===== src/rtl/elevator_pkg.sv =====
// Shared state/direction encodings and default sizing for the elevator SCAN scheduler.
package elevator_pkg;
  localparam int DEF_NUM_FLOORS = 3;
  localparam int DEF_FLOOR_W    = 2;

  localparam logic [1:0] ST_IDLE  = 2'd0;
  localparam logic [1:0] ST_SEEK  = 2'd1;
  localparam logic [1:0] ST_SERVE = 2'd2;

  localparam logic [1:0] DIR_NONE = 2'd0;
  localparam logic [1:0] DIR_UP   = 2'd1;
  localparam logic [1:0] DIR_DOWN = 2'd2;
endpackage


===== src/rtl/elevator_req_search.sv =====
// Combinational floor search: nearest or farthest set mask bit above/below a floor, optionally including it.
// Zero latency; no handshake.
module elevator_req_search
  import elevator_pkg::*;
#(
  parameter int NUM_FLOORS = DEF_NUM_FLOORS,
  parameter int FLOOR_W    = DEF_FLOOR_W
) (
  input  logic [NUM_FLOORS-1:0] mask,
  input  logic [FLOOR_W-1:0]    floor,
  input  logic                  search_up,
  input  logic                  nearest,
  input  logic                  inclusive,
  output logic                  found,
  output logic [FLOOR_W-1:0]    idx
);
  // Nearest-above and farthest-below both mean "lowest qualifying index".
  logic want_lowest;
  assign want_lowest = (search_up == nearest);

  always_comb begin
    found = 1'b0;
    idx   = '0;
    for (int i = 0; i < NUM_FLOORS; i++) begin
      if (mask[i] &&
          ((search_up ? (FLOOR_W'(i) > floor) : (FLOOR_W'(i) < floor)) ||
           (inclusive && (FLOOR_W'(i) == floor))) &&
          (!found || !want_lowest)) begin
        found = 1'b1;
        idx   = FLOOR_W'(i);
      end
    end
  end
endmodule


===== src/rtl/elevator_scan_scheduler.sv =====
// SCAN call scheduler: latches hall/car calls, keeps a travel direction, hands one target floor to the mover.
// Calls latch the edge after a request, target_valid one edge later; no backpressure, arrived/door_closed are pulses.
module elevator_scan_scheduler
  import elevator_pkg::*;
#(
  parameter int NUM_FLOORS = DEF_NUM_FLOORS,
  parameter int FLOOR_W    = DEF_FLOOR_W
) (
  input  logic                  clk,
  input  logic                  rst,
  input  logic [NUM_FLOORS-1:0] hall_up_req,
  input  logic [NUM_FLOORS-1:0] hall_down_req,
  input  logic [NUM_FLOORS-1:0] car_req,
  input  logic [FLOOR_W-1:0]    current_floor,
  input  logic                  arrived,
  input  logic                  door_closed,
  output logic [FLOOR_W-1:0]    target_floor,
  output logic                  target_valid,
  output logic                  dir_up,
  output logic                  dir_down,
  output logic                  open_door,
  output logic [NUM_FLOORS-1:0] pend_up,
  output logic [NUM_FLOORS-1:0] pend_down,
  output logic [NUM_FLOORS-1:0] pend_car
);
  localparam logic [NUM_FLOORS-1:0] UP_OK = {1'b0, {(NUM_FLOORS-1){1'b1}}};
  localparam logic [NUM_FLOORS-1:0] DN_OK = {{(NUM_FLOORS-1){1'b1}}, 1'b0};

  logic [1:0]            state, state_nxt, dir, dir_nxt;
  logic                  open_nxt, cur_ok, going_down;
  logic [NUM_FLOORS-1:0] floor_oh, all_pend, clr_up, clr_dn, clr_car;
  logic [NUM_FLOORS-1:0] absorb_up, absorb_dn, absorb_car;
  logic                  car_here, up_here, dn_here, serve_up, serve_dn;
  logic                  near_found, far_found, hi_found, lo_found;
  logic [FLOOR_W-1:0]    near_idx, far_idx, hi_idx, lo_idx, tgt;
  logic                  tgt_found, above, below, beyond;

  assign cur_ok     = int'(current_floor) < NUM_FLOORS;
  assign floor_oh   = cur_ok ? (NUM_FLOORS'(1) << current_floor) : '0;
  assign all_pend   = pend_up | pend_down | pend_car;
  assign going_down = (dir == DIR_DOWN);
  assign car_here   = |(pend_car & floor_oh);
  assign up_here    = |(pend_up & floor_oh);
  assign dn_here    = |(pend_down & floor_oh);
  assign serve_up   = up_here && (dir != DIR_DOWN);
  assign serve_dn   = dn_here && (dir != DIR_UP);

  // Target: nearest car/same-direction call at or beyond the car, else the farthest turnaround call.
  elevator_req_search #(.NUM_FLOORS(NUM_FLOORS), .FLOOR_W(FLOOR_W)) u_near (
    .mask(pend_car | (going_down ? pend_down : pend_up)), .floor(current_floor),
    .search_up(!going_down), .nearest(1'b1), .inclusive(1'b1), .found(near_found), .idx(near_idx));
  elevator_req_search #(.NUM_FLOORS(NUM_FLOORS), .FLOOR_W(FLOOR_W)) u_far (
    .mask(going_down ? pend_up : pend_down), .floor(current_floor),
    .search_up(!going_down), .nearest(1'b0), .inclusive(1'b1), .found(far_found), .idx(far_idx));

  // Extreme pending floor on each side; anything other than the car's own floor lies strictly beyond.
  elevator_req_search #(.NUM_FLOORS(NUM_FLOORS), .FLOOR_W(FLOOR_W)) u_hi (
    .mask(all_pend), .floor(current_floor), .search_up(1'b1), .nearest(1'b0),
    .inclusive(1'b1), .found(hi_found), .idx(hi_idx));
  elevator_req_search #(.NUM_FLOORS(NUM_FLOORS), .FLOOR_W(FLOOR_W)) u_lo (
    .mask(all_pend), .floor(current_floor), .search_up(1'b0), .nearest(1'b0),
    .inclusive(1'b1), .found(lo_found), .idx(lo_idx));

  assign above     = hi_found && (hi_idx != current_floor);
  assign below     = lo_found && (lo_idx != current_floor);
  assign beyond    = going_down ? below : above;
  assign tgt       = near_found ? near_idx : far_idx;
  assign tgt_found = near_found | far_found;

  assign target_valid = (state == ST_SEEK);
  assign target_floor = target_valid ? tgt : '0;
  assign dir_up       = (dir == DIR_UP);
  assign dir_down     = (dir == DIR_DOWN);

  assign absorb_car = (state == ST_SERVE) ? floor_oh : '0;
  assign absorb_up  = ((state == ST_SERVE) && (dir != DIR_DOWN)) ? floor_oh : '0;
  assign absorb_dn  = ((state == ST_SERVE) && (dir != DIR_UP)) ? floor_oh : '0;

  always_comb begin
    state_nxt = state;
    dir_nxt   = dir;
    open_nxt  = 1'b0;
    clr_up    = '0;
    clr_dn    = '0;
    clr_car   = '0;
    if (cur_ok) begin
      case (state)
        ST_IDLE: begin
          if (all_pend == '0) begin
            dir_nxt = DIR_NONE;
          end else if (car_here || serve_up || serve_dn) begin
            clr_car   = floor_oh;
            clr_up    = serve_up ? floor_oh : '0;
            clr_dn    = serve_dn ? floor_oh : '0;
            open_nxt  = 1'b1;
            state_nxt = ST_SERVE;
          end else if (above && (!going_down || !below)) begin
            dir_nxt   = DIR_UP;
            state_nxt = ST_SEEK;
          end else if (below) begin
            dir_nxt   = DIR_DOWN;
            state_nxt = ST_SEEK;
          end else begin
            // Only an opposite-direction hall call waits here: turn around in place.
            clr_up    = floor_oh;
            clr_dn    = floor_oh;
            dir_nxt   = up_here ? DIR_UP : DIR_DOWN;
            open_nxt  = 1'b1;
            state_nxt = ST_SERVE;
          end
        end
        ST_SEEK: begin
          if (arrived && tgt_found && (current_floor == tgt)) begin
            clr_car   = floor_oh;
            clr_up    = going_down ? '0 : floor_oh;
            clr_dn    = going_down ? floor_oh : '0;
            if (!beyond) begin
              clr_up  = floor_oh;
              clr_dn  = floor_oh;
              dir_nxt = going_down ? DIR_UP : DIR_DOWN;
            end
            open_nxt  = 1'b1;
            state_nxt = ST_SERVE;
          end
        end
        ST_SERVE: begin
          if (door_closed) state_nxt = ST_IDLE;
        end
        default: state_nxt = ST_IDLE;
      endcase
    end
  end

  always_ff @(posedge clk or posedge rst) begin
    if (rst) begin
      state     <= ST_IDLE;
      dir       <= DIR_NONE;
      open_door <= 1'b0;
      pend_up   <= '0;
      pend_down <= '0;
      pend_car  <= '0;
    end else begin
      state     <= state_nxt;
      dir       <= dir_nxt;
      open_door <= open_nxt;
      pend_up   <= (pend_up & ~clr_up) | (hall_up_req & UP_OK & ~absorb_up);
      pend_down <= (pend_down & ~clr_dn) | (hall_down_req & DN_OK & ~absorb_dn);
      pend_car  <= (pend_car & ~clr_car) | (car_req & ~absorb_car);
    end
  end
endmodule


===== config.mk =====
export PLATFORM = sky130hd
export DESIGN_NAME = elevator_scan_scheduler
export DESIGN_NICKNAME = d
export VERILOG_FILES = /design/src/rtl/elevator_pkg.sv /design/src/rtl/elevator_req_search.sv /design/src/rtl/elevator_scan_scheduler.sv
export SDC_FILE = /design/constraint.sdc
export NUM_CORES = 1
export LEC_CHECK = 0
export ABC_AREA = 1
export CAP_MARGIN = 0
export CELL_PAD_IN_SITES_DETAIL_PLACEMENT = 1
export CELL_PAD_IN_SITES_GLOBAL_PLACEMENT = 2
export CORE_ASPECT_RATIO = 0.75
export CORE_MARGIN = 2
export CORE_UTILIZATION = 28
export DETAILED_ROUTE_END_ITERATION = 16
export GPL_TIMING_DRIVEN = 1
export PLACE_DENSITY_LB_ADDON = 0.1
export SYNTH_ARGS = -nofsm -noshare
export SYNTH_HDL_FRONTEND = slang
export SYNTH_SLANG_ARGS = --single-unit
export TNS_END_PERCENT = 10

===== constraint.sdc =====
create_clock -name clk -period 2.4 [get_ports clk]
set_input_delay 0.48 -clock clk [delete_from_list [all_inputs] [get_ports clk]]
set_output_delay 0.48 -clock clk [all_outputs]
set_load 0.02 [all_outputs]

* Yosys cells after proc, flatten, opt, wreduce, memory -nomap -nowiden
Cells that the tools add are included.
** Storage, ports and cells
- Register bits after elaboration :: 14
- Logic and storage cells :: 190
** Cells by class
- Order comparisons :: 7
- Equal/unequal tests :: 16
- Shift-type cells :: 1
- Multiplexer cells :: 78
- Bitwise logic cells :: 22
- Reduce and logical (&&, ||, !) cells :: 60
** Operators by type and width (number)
- 3-bit 2-to-1 mux :: 26
- 2-bit 2-to-1 mux :: 20
- 1-bit logical AND :: 27
- 1-bit 2-to-1 mux :: 26
- 3-bit bitwise AND :: 8
- 3-bit inverter :: 6
- 3-bit OR :: 6
- 3-bit one-hot mux with 2 select lines :: 3
- 1-bit logical OR :: 16
- 3-bit OR reduction :: 3
- 1-bit logical NOT :: 8
- 2-bit inequality test, second input constant :: 4
- 2-bit one-hot mux with 3 select lines :: 1
- 5-bit AND reduction :: 1
- 2-bit by 1-bit == test with 1-bit output, second input constant :: 2
- 2-bit == test, second input constant :: 2
- 1-bit by 2-bit > comparator with 1-bit output, first input constant :: 2
- 2-bit logical NOT :: 2
- 1-bit by 2-bit less-than comparator with 1-bit output, first input constant :: 2
- 2-bit by 1-bit inequality test with 1-bit output, second input constant :: 2
- 2-bit inequality test :: 2
- 2-bit one-hot mux with 2 select lines :: 1
- 4-bit AND reduction :: 1
- 2-bit by 3-bit bitwise AND with 3-bit output :: 1
- 12 further kinds :: 12

* Depth between registers and ports, before layout
Gate-level depths: netlist of run 1.
- Depth after elaboration :: 23
- Gate-level depth with buffers :: 18
- Depth with buffers taken out :: 18

* Modules after synthesis
From an unflattened synthesis of run 1, not the netlist that was laid out.
** Unflattened totals
- Cell total of the unflattened synthesis :: 324
- Area, all modules :: 1869.3 µm²
** By module, submodules not included
- elevator_scan_scheduler :: instances 1, cells an instance 228, area an instance 1338.8 µm²
- elevator_req_search :: instances 4, cells an instance 24, area an instance 132.6 µm²

* Worst setup path before layout of run 1
No wires, ideal clock.
- Kind :: reg-to-output
- Start :: reg dir[1]
- End :: out target_floor[1]
- Arrival time :: 1.549 ns
- Data required time :: 1.920 ns
- Setup slack :: 0.371 ns
- Cell stages (with the launch flop) :: 8
- Cells stage by stage :: dfrtp_1 -> inv_2 -> nor2_4 -> buf_4 -> nand2_2 -> a31oi_4 -> nand2_4 -> a21oi_1
** Between the ends
- Cells in the longest elaborated chain, start to end :: 15
** RTL lines
- start: declaration :: line elevator_scan_scheduler.sv:29 : logic [1:0] state, state_nxt, dir, dir_nxt;
- start signal: assignment :: line elevator_scan_scheduler.sv:144 : dir <= dir_nxt;
- 2-bit == test (*)
- via dir_down :: line elevator_scan_scheduler.sv:20 : output logic dir_down,
- 3-bit 2-to-1 mux or 1-bit 2-to-1 mux (tied branches) :: line elevator_scan_scheduler.sv:50, elevator_req_search.sv:26
- 3-bit OR or 1-bit logical OR (tied branches) :: line elevator_scan_scheduler.sv:50, elevator_req_search.sv:26
- 1-bit logical AND :: line elevator_req_search.sv:25 : if (mask[i] &&
- 1-bit 2-to-1 mux :: line elevator_req_search.sv:25
- 1-bit logical NOT :: line elevator_req_search.sv:28 : (!found || !want_lowest)) begin
- 1-bit logical OR :: line elevator_req_search.sv:28
- 1-bit logical AND :: line elevator_req_search.sv:27 : (inclusive && (FLOOR_W'(i) == floor))) &&
- 1-bit 2-to-1 mux :: line elevator_req_search.sv:25
- 1-bit logical NOT :: line elevator_req_search.sv:28
- 1-bit logical OR :: line elevator_req_search.sv:28
- 1-bit logical AND :: line elevator_req_search.sv:27
- 2-bit 2-to-1 mux or 1-bit 2-to-1 mux (tied branches) :: line elevator_req_search.sv:25
- 2-bit 2-to-1 mux (*) :: line elevator_scan_scheduler.sv:67 : assign tgt = near_found ? near_idx : far_idx;
- 2-bit 2-to-1 mux (*) :: line elevator_scan_scheduler.sv:71 : assign target_floor = target_valid ? tgt : '0;
- end: declaration :: line elevator_scan_scheduler.sv:17 : output logic [FLOOR_W-1:0] target_floor,
The timed path passes the listed nets; every way through them passes the cells marked *.

* Worst setup path in the final report of run 1
- Start :: reg dir[0]
- End :: out target_floor[1]
** Between the ends
- Cells in the longest elaborated chain, start to end :: 15
** RTL lines
- 2-bit == test (*) :: line elevator_scan_scheduler.sv:41 : assign going_down = (dir == DIR_DOWN);
- 3-bit 2-to-1 mux or 1-bit 2-to-1 mux (tied branches) :: line elevator_scan_scheduler.sv:50, elevator_req_search.sv:26
- 3-bit OR or 1-bit logical OR (tied branches) :: line elevator_scan_scheduler.sv:50, elevator_req_search.sv:26
- 1-bit logical AND :: line elevator_req_search.sv:25
- 1-bit 2-to-1 mux :: line elevator_req_search.sv:25
- 1-bit logical NOT :: line elevator_req_search.sv:28
- 1-bit logical OR :: line elevator_req_search.sv:28
- 1-bit logical AND :: line elevator_req_search.sv:27
- 1-bit 2-to-1 mux :: line elevator_req_search.sv:25
- 1-bit logical NOT :: line elevator_req_search.sv:28
- 1-bit logical OR :: line elevator_req_search.sv:28
- 1-bit logical AND :: line elevator_req_search.sv:27
- 2-bit 2-to-1 mux or 1-bit 2-to-1 mux (tied branches) :: line elevator_req_search.sv:25
- 2-bit 2-to-1 mux (*) :: line elevator_scan_scheduler.sv:67
- 2-bit 2-to-1 mux (*) :: line elevator_scan_scheduler.sv:71
Every way passes the cells marked *; elsewhere a longest branch is shown, timed or not.

==> implementation parameters, run 1 <==
Parameter                              Value

Outcome
  Outcome ... completed

Cells and area
  Fraction of layout cells with a size suffix above 1 ... 0.3956
  Number of standard cells in the final layout excluding fillers ... 396
  Final non-filler cell area ... ~2500 µm²
  Number of fillers in the final layout ... a little over 700
  Area growth from synthesis to layout ... 58.26%
  Post-layout nets ... 338
  Antenna diode instance count ... 0

Timing
  Setup repair after global routing missed its margin ... true
  Final Slew Violations ... 0
  Worst slew margin relative to its limit ... 0.5846
  Clock skew ... 3.686 ps
  Fin crit share ... 0.9747
  Final critical-path required period ... 2339 ps
  Max Fclk ... between 400 and 500 MHz
  Transition time of the tightest slew-check pin ... just over 600 ps
  Finish-stage setup viols ... 0
  Final hold violation count ... 0

Clocking
  Number of sinks driven by the clock tree ... 14
  Clock edge transition at the registers on the reported setup and hold paths ... ~60 ps
  Clock latency of the later-clocked register in the worst-skew pair ... between 200 and 300 ps
  Cell at the root of the clock tree ... sky130_fd_sc_hd__clkbuf_8
  H-tree depth ... 1
  Maximum count of clock buffers along a single path ... 2
  Clock tree from TritonCTS ... done
  Hold Buf Count CTS ... 0
  Total CTS buffers ... 3

Critical path
  FF-to-FF path depth ... 18
  Cell breakdown of the critical path ... nor2_4 > buf_6 > nor2_4 > nor2_4 > nand2_4 > inv_4 > nand3_4 > a21oi_2 > buf_4
  Cell with the largest stage delay on the worst path ... sky130_fd_sc_hd__dfrtp_2
  Arr. time, crit path ... approximately 1900 ps
  CP Class ... reg2out
  Critical-path maximum fanout ... 6
  R2R Setup Slk ... 90 ps
  Worst reg2reg endpoint ... state[0]
  Slowest cell delay on critical path ... 470 ps
  Critical Path Most Common Cell ... sky130_fd_sc_hd__nor2_4
  Crit path launch type ... register
  Endpoint type of the worst setup path ... output port
  Required time at the endpoint of the critical path ... around 1900 ps
  Worst reg2reg path startpoint ... dir[0]

Placed design
  Quantity of I/O buffers inserted on ports ... 27
  Half-perimeter wire length after placement ... about 5 mm
  Instance area after placement ... 2258 µm²
  RD Place Congestion ... roughly 0.89
  Placed Instances ... around 380

Floorplan
  Die X-Extent ... slightly above 90 µm
  FP Rows ... 23
  Floorplan die height ... about 69 µm
  Io pins ... 30
  Initial core utilization ... 0.2926
  Core region area ... ~5400 µm²
  Die outline area ... 6276 µm²

Routing
  Remaining number of nets flagged by the antenna check after routing ... 0
  Post-detailed-route via-to-cell ratio ... 4.831
  WL/cell ... between 15 and 20 µm
  Violation count after the first detailed-routing iteration ... 101
  Routed wl met2 ... between 2 and 3 mm
  Detailed-routing wirelength on met1 ... 3.357 mm
  Met3 WL post-DR ... roughly 170 µm
  DRC violations left ... 0
  Vias after detailed routing ... 1913
  Total routed wirelength ... 6.379 mm
  Number of optimization iterations in the first detailed-route pass ... 4
  Top Layer Used ... met4

Logic synthesis
  Avg Synthesized Cell Area ... 6.622 µm²
  Async S/R FF share, synth ... 1.000
  Dominant register cell in the synthesized netlist ... sky130_fd_sc_hd__dfrtp_1
  Count of flip-flops with a built-in enable after synthesis ... 0
  Cell count after synthesis ... between 200 and 250
  Cell variety after synth ... 34
  Net count after synthesis ... 254
  Flip-flop and latch count after synthesis ... 14
  Netlist Area Pre-Place ... between 1500 and 2000 µm²
  Yosys warning count ... 0
  Sequential cell area fraction in the yosys report ... 0.2213

Global route
  Total global-route track usage ... 0.2050
  Antenna violations before repair ... 0
  Maximum number of pins on one net before global-route repair ... 15
  Number of global-route vias before repair ... approximately 1900
  Wire length of the first global-routing pass ... about 10 mm
  Total overflow reported by the global router ... 0

Pwr
  Static leakage power ... 1.265 nW
  Worst ir drop on vdd ... 0.3168 mV
  Total power consumption of the routed design ... 2.589 mW
  Power density of the placed cells ... approximately 1000 nW/µm²

Hold path
  Beginning of the worst hold path ... state[0]
  Worst Hold Depth ... 2
  Class of the most critical hold timing path ... reg2reg
  Hold Crit Endpoint ... state[0]

Flow run
  Number of max-cap violations ... 0
## logic make-up after synthesis
logic type / share of synthesized area
xor gates and xnor gates: 0.005535
AOI/OAI and AO/OA: 0.1660
DFF: 0.2213
and+or+nand+nor: 0.5012
buffers and inverters: 0.1059
## cell usage after synthesis (2+ instances only)
library cell                count  share of area
sky130_fd_sc_hd__inv_1         30          0.071
sky130_fd_sc_hd__dfrtp_1       14           0.22
sky130_fd_sc_hd__nor2_4         3          0.021
sky130_fd_sc_hd__nand2_1       66           0.16
sky130_fd_sc_hd__nor2_8         2          0.025
sky130_fd_sc_hd__nor2_2         2         0.0079
sky130_fd_sc_hd__inv_2          8          0.019
sky130_fd_sc_hd__nand4_1        6          0.024
sky130_fd_sc_hd__o21ai_0       12          0.038
sky130_fd_sc_hd__nor2_1        12          0.028
sky130_fd_sc_hd__nand3_2        8          0.051
sky130_fd_sc_hd__o2111ai_1      6          0.033
sky130_fd_sc_hd__nand3_1       25          0.079
sky130_fd_sc_hd__o21ai_1        4          0.013
sky130_fd_sc_hd__nand2_2       12          0.047
sky130_fd_sc_hd__nand2_4        6          0.043
sky130_fd_sc_hd__a21oi_1        6          0.019
## timing repair
action	4_1_cts	5_1_grt
gates resized for setup	21	30
setup buffers	8	3
pin swaps	8	17
endpoints found under the setup margin	15	16
## registers in the layout (all words and copies together) (netlist names)
name / flops
pend_up: 3
open_door: 1
state: 2
pend_car: 3
pend_down: 3
dir: 2
## how the worst max path moves through the flow
stage | startpoint | endpoint | slack [ps] | depth (start not counted)
floorplan | dir[1] | target_floor[1] | 370 | 7
global placement | current_floor[0] | target_floor[1] | -600 | 10
detailed placement | current_floor[0] | target_floor[0] | -670 | 11
CTS | dir[0] | target_floor[0] | 40 | 12
global route | dir[0] | state[1] | -30 | 18
finish | dir[0] | target_floor[1] | 60 | 9
## report_power, final
part	switching [mW]	internal, mW
clock network	0.0910	0.111
registers	0.0974	0.314
logic	1.14	0.834
## layout make-up
cell class                      instances  area [µm²]  area share
Inverter                               39       153.9     0.06144
Timing Repair Buffer                   81       685.7      0.2737
Clock buffer                            3       41.29     0.01648
Sequential cell                        14       352.8      0.1409
Multi-Input combinational cell        184        1177      0.4700
Tap cell                               75       93.84     0.03746
## worst max-delay path: cells and delay by family, from the launching register on
kind            cells  cell delay, ps
compound gates      1             140
buf+inv             3             360
flops               1             470
simple gates        5             630
## cell usage in the layout, fill, tap and decap left out, types with 9 or more instances in the layout
master / n
sky130_fd_sc_hd__nor2_1: 10
sky130_fd_sc_hd__clkdlybuf4s50_1: 22
sky130_fd_sc_hd__nand2_4: 9
sky130_fd_sc_hd__nand2_2: 16
sky130_fd_sc_hd__nand3_1: 22
sky130_fd_sc_hd__nand2_1: 59
sky130_fd_sc_hd__o21ai_0: 12
sky130_fd_sc_hd__dfrtp_1: 12
sky130_fd_sc_hd__inv_1: 28
sky130_fd_sc_hd__inv_2: 9
sky130_fd_sc_hd__buf_4: 51
## metrics by stage
| stage | hold WS [ps] | setup TNS [ps] | worst slack, ps | util |
|---|---|---|---|---|
| after detailed placement | 542.0 | -5542 | -667.6 | 0.4174 |
| after global placement | 537.2 | -5023 | -603.7 | 0.4174 |
| after CTS | 556.7 | 0 | 41.42 | 0.4403 |
| after floorplan | 369.2 | 0 | 370.7 | - |
| after global routing | 595.2 | -94.98 | -27.27 | 0.4630 |
| final | 550.8 | 0 | 60.62 | 0.4630 |
## routing by layer
metal,vias up,global-route usage
li1,959,-
met1,918,0.3148
met2,30,0.3134
met3,6,0.02951
met4,0,0.02020
met5,-,0
Note: power is estimated with default switching activity, not from simulation.
==> run 2: changes to the inputs <==
CORE_UTILIZATION = 25   (was 28)
CTS_BUF_LIST = sky130_fd_sc_hd__clkbuf_16   (was default)
clock period = 1.94 ns   (was 2.4 ns; I/O delays follow)
==> run 2 against run 1 <==
  * The flow now finishes with violations (setup timing)
  * Sequential cell count unchanged
  * Cell count up 6.8%
  * Register-to-register slack lost 260 ps
  * Sequential power grew 14%
  * Setup slack got worse by 290 ps
  * Critical path type unchanged
  * Largest power group unchanged
==> implementation parameters, run 2 (same netlist as run 1, synthesis figures left out) <==
Parameter                              Value

Outcome
  Outcome ... complete, but fails checks
  Violated checks ... setup timing

Critical path
  Worst reg2reg path startpoint ... dir[0]
  Critical-path maximum fanout ... 5 (-1)
  CP Class ... reg2out
  Arr. time, crit path ... 1780 ps (-80 ps)
  Critical path origin ... dir[1]
  Crit path launch type ... register
  Required time at the endpoint of the critical path ... 1550 ps (-370 ps)
  Endpoint type of the worst setup path ... output port

Floorplan
  FP Rows ... 25 (+8.7%)
  Initial core utilization ... 0.2543 (-0.03828)
  Die outline area ... 6990 µm² (+11%)
  Floorplan die height ... 72.91 µm (+5.5%)
  Die X-Extent ... 95.88 µm (+5.6%)
  Io pins ... 30 (unchanged)
  Core region area ... 6225 µm² (+15%)

Pwr
  Total power consumption of the routed design ... 3.534 mW (+37%)
  Static leakage power ... 1.399 nW (+11%)
  Worst ir drop on vdd ... 0.4627 mV (+46%)
  Power density of the placed cells ... 1279 nW/µm² (+24%)

Cells and area
  Number of fillers in the final layout ... 788 (+9.0%)
  Fraction of layout cells with a size suffix above 1 ... 0.4503 (+0.05465)
  Number of standard cells in the final layout excluding fillers ... 423 (+6.8%)
  Commonest non-fill, non-tap cell in the layout ... sky130_fd_sc_hd__buf_4
  Area growth from synthesis to layout ... 74.55%
  Biggest registers after layout ... pend_car (3), pend_down (3), pend_up (3)
  Post-layout nets ... 359 (+6.2%)
  Antenna diode instance count ... 0 (unchanged)
  Commonest cells after routing, fill and taps aside ... sky130_fd_sc_hd__buf_4 (73), sky130_fd_sc_hd__nand2_1 (62), sky130_fd_sc_hd__inv_1 (27), sky130_fd_sc_hd__clkdlybuf4s50_1 (20), sky130_fd_sc_hd__nand3_1 (17)
  Post-route core utilization ... 0.4438 (-0.01918)
  Final non-filler cell area ... 2763 µm² (+10%)

Routing
  Number of optimization iterations in the first detailed-route pass ... 4 (unchanged)
  Routed wl met2 ... 3.089 mm (+10%)
  DRC violations left ... 0 (unchanged)
  Top Layer Used ... met4
  Remaining number of nets flagged by the antenna check after routing ... 0 (unchanged)
  Met3 WL post-DR ... 143 µm (-17%)
  Violation count after the first detailed-routing iteration ... 51 (-50%)
  Post-detailed-route via-to-cell ratio ... 4.648 (-3.8%)
  Total routed wirelength ... 6.722 mm (+5.4%)
  Vias after detailed routing ... 1966 (+2.8%)
  Detailed-routing wirelength on met1 ... 3.467 mm (+3.3%)
  WL/cell ... 15.89 µm (-1.3%)

Clocking
  Maximum count of clock buffers along a single path ... 2 (unchanged)
  Number of sinks driven by the clock tree ... 14 (unchanged)
  Hold Buf Count CTS ... 0 (unchanged)
  Cell at the root of the clock tree ... sky130_fd_sc_hd__clkbuf_16
  Clock edge transition at the registers on the reported setup and hold paths ... 50 ps (about the same)
  Clock tree from TritonCTS ... done
  Total CTS buffers ... 3 (unchanged)
  Clock latency of the later-clocked register in the worst-skew pair ... 250 ps (about the same)
  H-tree depth ... 1 (unchanged)

Global route
  Number of global-route vias before repair ... 2002 (+4.4%)
  Wire length of the first global-routing pass ... 10.30 mm (+1.4%)
  Maximum number of pins on one net before global-route repair ... 15 (unchanged)
  Total overflow reported by the global router ... 0 (unchanged)
  Antenna violations before repair ... 0 (unchanged)
  Total global-route track usage ... 0.1985 (-0.006512)

Flow run
  Number of max-cap violations ... 0 (unchanged)

Placed design
  Worst setup slack before clock tree synthesis ... -971.7 ps (-304.1 ps)
  Instance area after placement ... 2429 µm² (+7.5%)
  RD Place Congestion ... 0.7981 (-10%)
  Quantity of I/O buffers inserted on ports ... 27 (unchanged)
  Placed Instances ... 409 (+6.8%)
  Half-perimeter wire length after placement ... 5.325 mm (+5.0%)

Timing
  Fin crit share ... 1.119
  Final Slew Violations ... 0 (unchanged)
  Fin worst setup slack ... -230.5 ps (-291.1 ps)
  Worst slew margin relative to its limit ... 0.6858 (+0.1012)
  Final total negative setup slack ... -2286 ps (-2286 ps)
  Worst hold margin ... 455.4 ps (-95.43 ps)
  Clock skew ... 6.729 ps (+3.043 ps)
  Final hold violation count ... 0 (unchanged)
  Final critical-path required period ... approximately 2200 ps
  Setup repair after global routing missed its margin ... true
  Finish-stage setup viols ... 16 (+16)
  Max Fclk ... between 400 and 500 MHz
  Transition time of the tightest slew-check pin ... 469.6 ps (-152.8 ps)

Hold path
  Class of the most critical hold timing path ... in2async
## run 2: where the power goes
part | switching, mW | internal (mW) | leakage, nW
Sequential | 0.0834 | 0.387 | 0.153
Clock | 0.129 | 0.271 | 0.0370
Combinational | 1.50 | 1.16 | 1.21
## run 2: metal layers
| layer | global-route usage | up-vias |
|---|---|---|
| li1 | - | 996 |
| met1 | 0.2927 | 947 |
| met2 | 0.3201 | 19 |
| met3 | 0.02479 | 4 |
| met4 | 0.02222 | 0 |
| met5 | 0 | - |
## run 2: worst max-delay path, cell delays in order (launching register included)
cell and delay (ps):
sky130_fd_sc_hd__dfrtp_1 400, sky130_fd_sc_hd__inv_2 80, sky130_fd_sc_hd__nor2_4 50, sky130_fd_sc_hd__buf_6 110, sky130_fd_sc_hd__clkbuf_16 140, sky130_fd_sc_hd__nand2_4 60
sky130_fd_sc_hd__nand2_4 70, sky130_fd_sc_hd__a31oi_4 230, sky130_fd_sc_hd__nand2_8 100, sky130_fd_sc_hd__nand3_4 100, sky130_fd_sc_hd__nor2_1 50, sky130_fd_sc_hd__buf_4 150
## run 2: path summary, 6_finish.rpt
kind                              endpoint  slack, ps  cells after the start
min reg2reg                       state[1]        540                      2
max in group asynchronous           dir[0]       1280                      3
max                        target_floor[0]       -230                     11
min in group clk                  state[1]        540                      2
max reg2reg                   pend_down[0]       -170                     16
min                            pend_car[2]        460                      3
## run 2: layout make-up
class	instances	area, µm²	share of cell area
Tap cell	81	101.3	0.03668
Inverter	39	151.4	0.05480
Sequential cell	14	351.6	0.1273
Timing Repair Buffer	102	865.8	0.3134
Clock buffer	3	75.07	0.02717
Multi-Input combinational cell	184	1217	0.4407
## run 2: repair_timing
item	4_1_cts	5_1_grt
cloned	0	1
buffers inserted	2	9
endpoints found under the hold margin	0	0
pin swaps	4	16
gates resized for setup	39	20
setup endpoints to repair	19	16
